<file path="config.mk">
export PLATFORM = sky130hd
export DESIGN_NAME = jk_counter_reg_flat
export DESIGN_NICKNAME = d
export VERILOG_FILES = /design/src/rtl/jk_pkg.sv /design/src/rtl/jk_counter_reg_if.sv /design/src/rtl/jk_cell.sv /design/src/rtl/jk_counter_reg.sv /design/src/flat_wrapper.sv
export SDC_FILE = /design/constraint.sdc
export NUM_CORES = 1
export LEC_CHECK = 0
export BUFFER_PORTS_ARGS = -buffer_cell sky130_fd_sc_hd__buf_4
export CORE_ASPECT_RATIO = 0.7
export CORE_UTILIZATION = 47
export DETAILED_ROUTE_END_ITERATION = 16
export GPL_TIMING_DRIVEN = 0
export HOLD_SLACK_MARGIN = 0.06
export PLACE_DENSITY = 0.77
export SYNTH_ARGS = -nofsm -noshare
export SYNTH_HDL_FRONTEND = slang
export SYNTH_SLANG_ARGS = --single-unit
</file>
<file path="constraint.sdc">
create_clock -name clk -period 2.19 [get_ports clk]
set_clock_uncertainty 0.2 [all_clocks]
set_input_delay 0.438 -clock clk [delete_from_list [all_inputs] [get_ports clk]]
set_output_delay 0.438 -clock clk [all_outputs]
set_load 0.05 [all_outputs]
</file>
<file path="src/rtl/jk_pkg.sv">
// jk_pkg: shared definitions for the JK counter register.
//   jk_mode_t  2-bit operating mode
//   MODE_JK    per-bit JK bank
//   MODE_UP    synchronous up counter
//   MODE_DN    synchronous down counter
//   MODE_LD    parallel load
package jk_pkg;

  typedef logic [1:0] jk_mode_t;

  localparam jk_mode_t MODE_JK = 2'b00;
  localparam jk_mode_t MODE_UP = 2'b01;
  localparam jk_mode_t MODE_DN = 2'b10;
  localparam jk_mode_t MODE_LD = 2'b11;

endpackage

</file>
<file path="src/rtl/jk_counter_reg_if.sv">
// jk_counter_reg_if: control/data bundle for jk_counter_reg.
//   en        cycle enable
//   mode      jk_mode_t operating mode
//   J, K      per-bit JK inputs (JK mode only)
//   d         parallel load data (load mode only)
//   clr_wrap  clears the sticky wrap flag
//   Q         register state
//   tc        terminal count (combinational)
//   wrap      sticky wrap flag
// master drives the controls, slave (the counter) drives Q/tc/wrap.
interface jk_counter_reg_if #(
  parameter int WIDTH = 8
);

  logic                 en;
  jk_pkg::jk_mode_t     mode;
  logic [WIDTH-1:0]     J;
  logic [WIDTH-1:0]     K;
  logic [WIDTH-1:0]     d;
  logic                 clr_wrap;
  logic [WIDTH-1:0]     Q;
  logic                 tc;
  logic                 wrap;

  modport master (
    output en, mode, J, K, d, clr_wrap,
    input  Q, tc, wrap
  );

  modport slave (
    input  en, mode, J, K, d, clr_wrap,
    output Q, tc, wrap
  );

endinterface

</file>
<file path="src/rtl/jk_cell.sv">
// jk_cell: one JK flip-flop with synchronous reset, enable and load.
//   clk      rising-edge clock
//   rst      synchronous active-high reset (q <= rst_val)
//   rst_val  reset value for this bit
//   en       cycle enable; 0 holds q
//   j, k     JK inputs: 00 hold, 10 set, 01 reset, 11 toggle
//   ld       load d instead of applying JK
//   d        load data
//   q        flop state
// Priority: rst > en > ld > JK.
module jk_cell (
  input  logic clk,
  input  logic rst,
  input  logic rst_val,
  input  logic en,
  input  logic j,
  input  logic k,
  input  logic ld,
  input  logic d,
  output logic q
);

  logic r_q;

  always_ff @(posedge clk) begin
    if (rst) begin
      r_q <= rst_val;
    end else if (en) begin
      if (ld) begin
        r_q <= d;
      end else begin
        case ({j, k})
          2'b10:   r_q <= 1'b1;
          2'b01:   r_q <= 1'b0;
          2'b11:   r_q <= ~r_q;
          default: r_q <= r_q;
        endcase
      end
    end
  end

  assign q = r_q;

endmodule

</file>
<file path="src/rtl/jk_counter_reg.sv">
// jk_counter_reg: WIDTH-bit bank of JK cells usable as a JK register,
// an up/down counter built from JK toggle chains, or a loadable register.
//   clk   rising-edge clock
//   rst   synchronous active-high reset (Q <= RST_VAL, wrap <= 0)
//   bus   jk_counter_reg_if slave: en, mode, J, K, d, clr_wrap in;
//         Q, tc, wrap out
// tc is combinational: all-ones while counting up, zero while counting
// down, otherwise 0. wrap is sticky and set whenever an enabled count
// step rolls over; a simultaneous clr_wrap loses to the set.
module jk_counter_reg
  import jk_pkg::*;
#(
  parameter int               WIDTH   = 8,
  parameter logic [WIDTH-1:0] RST_VAL = '0
) (
  input  logic              clk,
  input  logic              rst,
  jk_counter_reg_if.slave   bus
);

  jk_mode_t           w_mode;
  logic [WIDTH-1:0]   w_q;
  logic [WIDTH-1:0]   w_j;
  logic [WIDTH-1:0]   w_k;
  logic               w_ld;
  logic               w_tc;
  // w_ones_pre[i] = bits 0..i-1 all 1; w_zeros_pre[i] = bits 0..i-1 all 0.
  // Index 0 is the empty prefix, so bit 0 always toggles when counting.
  logic [WIDTH:0]     w_ones_pre;
  logic [WIDTH:0]     w_zeros_pre;
  logic               r_wrap;

  assign w_mode         = bus.mode;
  assign w_ones_pre[0]  = 1'b1;
  assign w_zeros_pre[0] = 1'b1;

  for (genvar gi = 0; gi < WIDTH; gi++) begin : g_chain
    assign w_ones_pre[gi+1]  = w_ones_pre[gi]  &  w_q[gi];
    assign w_zeros_pre[gi+1] = w_zeros_pre[gi] & ~w_q[gi];
  end

  // Only the JK mode routes the external J/K through, so undriven J/K
  // cannot disturb the counter or load paths.
  always_comb begin
    w_j  = '0;
    w_k  = '0;
    w_ld = 1'b0;
    case (w_mode)
      MODE_JK: begin
        w_j = bus.J;
        w_k = bus.K;
      end
      MODE_UP: begin
        w_j = w_ones_pre[WIDTH-1:0];
        w_k = w_ones_pre[WIDTH-1:0];
      end
      MODE_DN: begin
        w_j = w_zeros_pre[WIDTH-1:0];
        w_k = w_zeros_pre[WIDTH-1:0];
      end
      default: begin
        w_ld = 1'b1;
      end
    endcase
  end

  for (genvar gi = 0; gi < WIDTH; gi++) begin : g_cell
    jk_cell u_cell (
      .clk     (clk),
      .rst     (rst),
      .rst_val (RST_VAL[gi]),
      .en      (bus.en),
      .j       (w_j[gi]),
      .k       (w_k[gi]),
      .ld      (w_ld),
      .d       (bus.d[gi]),
      .q       (w_q[gi])
    );
  end

  // Full prefix across all bits marks the last state before rollover.
  assign w_tc = ((w_mode == MODE_UP) && w_ones_pre[WIDTH]) ||
                ((w_mode == MODE_DN) && w_zeros_pre[WIDTH]);

  always_ff @(posedge clk) begin
    if (rst) begin
      r_wrap <= 1'b0;
    end else if (bus.en && w_tc) begin
      r_wrap <= 1'b1;
    end else if (bus.clr_wrap) begin
      r_wrap <= 1'b0;
    end
  end

  assign bus.Q    = w_q;
  assign bus.tc   = w_tc;
  assign bus.wrap = r_wrap;

endmodule

</file>
<file path="src/flat_wrapper.sv">
// flat-port wrapper written by rule: the top's interface ports become plain ports
module jk_counter_reg_flat import jk_pkg::*;
#(
  parameter int               WIDTH   = 8,
  parameter logic [WIDTH-1:0] RST_VAL = '0
)
  (clk, rst, bus_en, bus_mode, bus_J, bus_K, bus_d, bus_clr_wrap, bus_Q, bus_tc, bus_wrap);
  jk_counter_reg_if #(.WIDTH(WIDTH)) bus_i ();
  input  logic clk;
  input  logic rst;
  input wire logic [$bits(bus_i.en)-1:0] bus_en;
  input wire logic [$bits(bus_i.mode)-1:0] bus_mode;
  input wire logic [$bits(bus_i.J)-1:0] bus_J;
  input wire logic [$bits(bus_i.K)-1:0] bus_K;
  input wire logic [$bits(bus_i.d)-1:0] bus_d;
  input wire logic [$bits(bus_i.clr_wrap)-1:0] bus_clr_wrap;
  output wire logic [$bits(bus_i.Q)-1:0] bus_Q;
  output wire logic [$bits(bus_i.tc)-1:0] bus_tc;
  output wire logic [$bits(bus_i.wrap)-1:0] bus_wrap;
  assign bus_i.en = bus_en;
  assign bus_i.mode = bus_mode;
  assign bus_i.J = bus_J;
  assign bus_i.K = bus_K;
  assign bus_i.d = bus_d;
  assign bus_i.clr_wrap = bus_clr_wrap;
  assign bus_Q = bus_i.Q;
  assign bus_tc = bus_i.tc;
  assign bus_wrap = bus_i.wrap;
  jk_counter_reg #(.WIDTH(WIDTH), .RST_VAL(RST_VAL)) u_core (.clk(clk), .rst(rst), .bus(bus_i));
endmodule
</file>
==> impl_metrics.json <==
{
  "cts-buffers-inserted": 3,
  "synth_edf_count": 0,
  "ys_seq_elements": 9,
  "failed_checks": "negative setup slack",
  "arrival_ns": 1.56,
  "post-place-ws_ns": -0.5121,
  "leakagePower_nw": 0.8860,
  "num-fill-cells": 179,
  "nets": 290,
  "dp_hpwl_um": 2880,
  "yosysTopAreaCell": "ha_1",
  "startpoint": "bus_mode[0]",
  "rows": 15,
  "synth_area_mm2": 0.001350,
  "rsz0062_at_grt": "yes",
  "drive_gt1_share_pct": 41.00,
  "endpoint": "bus_tc",
  "pin_count": 40,
  "placed_cell_area_mm2": 0.001728,
  "fmax_mhz": 454.9,
  "power_density_mw_per_mm2": 504.0,
  "ff2ff_setup_slack_ns": 0.02,
  "worstSetupStartpointType": "primary input",
  "ant_nets": 0,
  "fin_crit_sh_pct": 100.4,
  "tightest_slew_ns": 0.5376,
  "synth.distinct_cells": 30,
  "final_area_mm2": 0.002061,
  "grt_use_total_pct": 25.71,
  "antenna_found_initial": 0,
  "synthFlopType": "dfxtp_1",
  "die_area_mm2": 0.003094,
  "syn_inst": 188,
  "cts_tree": "yes",
  "grt_max_degree": 11,
  "grt_pass1_wl_um": 5996,
  "ys_warn_count": 0,
  "firstDrtPassIters": 4,
  "root_buffer": "clkbuf_8",
  "diodes": 0,
  "drt-wirelength-per-cell_um": 15.72,
  "postCtsHoldBufs": 0,
  "start_util_pct": 52.13,
  "synth.area.top_cells": "ha_1 19%, dfxtp_1 13%, a31oi_1 11%",
  "dieHeight_um": 46.84,
  "grt_pass1_vias": 1379,
  "finalWorstSetupSlack_ns": -0.008262,
  "setup_viol": 1,
  "synthMostInstantiatedCell": "a31oi_1",
  "clock_path_buffers": 2,
  "core_mm2": 0.002590,
  "end_kind": "output pin",
  "reg2reg_from": "u_core.g_cell[0].u_cell.q$_SDFFE_PP0P_",
  "drc": 0,
  "area_growth_pct": 52.64,
  "gp_congestion": 0.9203,
  "status": "complete, but fails checks",
  "fin_cells": 273,
  "holdWs_ns": 0.3293,
  "avgViaCountPerCell": 5.828,
  "syn_area_per_cell_um2": 7.181,
  "slew_headroom_pct": 64.16,
  "max-cap-violations": 0,
  "synthTopCellsByCount": "24 x a31oi_1, 20 x ha_1, 19 x nor2_1",
  "cp_max_fo": 3,
  "final_max_slew_viol_count": 0,
  "synth-async-reset-ratio_pct": 0,
  "clock_latency_ns": 0.24,
  "netlist.area_leader.share_pct": 18.54,
  "required_ns": 1.55,
  "cts_sinks": 9,
  "ys_seq_area_share_pct": 13.35,
  "portBuffers": 39,
  "dr.first_iter.drc_count": 135,
  "hold_violations": 0,
  "power.total_w": 0.001039,
  "dp.cells": 261,
  "hold_class": "primary input to flop",
  "vias": 1591,
  "period_needed_ns": 2.198,
  "path_class": "primary input to output pin",
  "wirelength_um": 4291,
  "r2r_cells": 9,
  "htree_num_levels": 1,
  "mappedNetlistNets": 238,
  "grt-ovfl-total": 0,
  "clk_pin_slew_ns": 0.05,
  "r2r_end": "u_core.g_cell[6].u_cell.q$_SDFFE_PP0P_",
  "die_w_um": 66.06,
  "vdd_drop_max_mv": 0.2819
}
## cells in the final DEF (no fill, tap or decap), types with 2 or more instances in the layout
cell and n:
a21o_1 4, a21oi_1 5, a21oi_2 3, a31o_2 2
a31oi_1 21, a31oi_4 2, buf_4 53, buf_6 7
clkbuf_1 3, clkbuf_8 4, dfxtp_1 7, dfxtp_2 2
ha_1 14, ha_4 5, inv_1 2, nand2_1 15
nand2b_1 8, nand3_1 9, nand3b_1 2, nor2_1 17
nor2b_1 8, nor3b_1 10, o21ai_0 6, o21ai_1 3
## per-layer routing
metal	vias to the layer above	global-route usage (%)	share of wire, %
li1	767	-	-
met1	737	32.86	43
met2	81	45.92	47
met3	6	4.854	8.9
met4	0	5.957	0.82
met5	-	0	0
## layout make-up
class	count	area, µm²	share of cell area, %
Buffer	20	158.9	7.711
Clock buffer	4	45.04	2.186
Inverter	4	30.03	1.457
Multi-Input combinational cell	154	1210	58.71
Sequential cell	9	182.7	8.865
Tap cell	34	42.54	2.064
Timing Repair Buffer	48	391.6	19.00
## sequential cells by signal, indices dropped and copies added (netlist names)
signal                  count
u_core.g_cell.u_cell.q      8
u_core.bus.wrap             1
## kinds of logic after synthesis
kind of cell | share of synthesized area, %
simple gates | 33.27
compound gates | 23.17
buf+inv | 10.19
fa+ha+maj | 18.54
flops | 13.35
mux | 1.483
## critical path, cell delays in order
cell	delay [ns]
buf_12	0.12
inv_12	0.05
ha_4	0.12
nor4b_4	0.20
buf_4	0.16
nand2_4	0.06
o41ai_4	0.22
buf_6	0.20
## how the worst min path moves through the flow
stage	endpoint	depth (start not counted)	from	slack [ns]
6_report	u_core.g_cell[3].u_cell.q$_SDFFE_PP0P_	3	bus_d[3]	0.33
3_3_place_gp	u_core.g_cell[4].u_cell.q$_SDFFE_PP0P_	2	u_core.g_cell[4].u_cell.q$_SDFFE_PP0P_	0.36
4_1_cts	u_core.g_cell[6].u_cell.q$_SDFFE_PP0P_	3	bus_d[6]	0.33
2_1_floorplan	u_core.g_cell[4].u_cell.q$_SDFFE_PP0P_	2	u_core.g_cell[4].u_cell.q$_SDFFE_PP0P_	0.31
3_5_place_dp	u_core.g_cell[4].u_cell.q$_SDFFE_PP0P_	2	u_core.g_cell[4].u_cell.q$_SDFFE_PP0P_	0.37
5_1_grt	u_core.g_cell[6].u_cell.q$_SDFFE_PP0P_	3	bus_d[6]	0.34
## report_power, final
group          internal, W  switching (W)
combinational     0.000287       0.000317
clock             0.000128      0.0000782
sequential        0.000188      0.0000397
## timing repair
| item | in CTS | in global routing |
|---|---|---|
| cloned | 0 | 0 |
| setup buffers | 7 | 2 |
| pin swaps | 9 | 7 |
| resized for setup | 27 | 27 |
| endpoints found under the setup margin | 9 | 9 |
## per-stage QoR
step                      util [%]    TNS, ns
final                        79.57  -0.008262
after CTS                    75.07   -0.02602
after global routing         79.57    -0.2946
after floorplan                  -    -0.1606
after global placement       66.72     -3.336
after detailed placement     66.72     -4.114
Power figures use the tool's default switching activity.
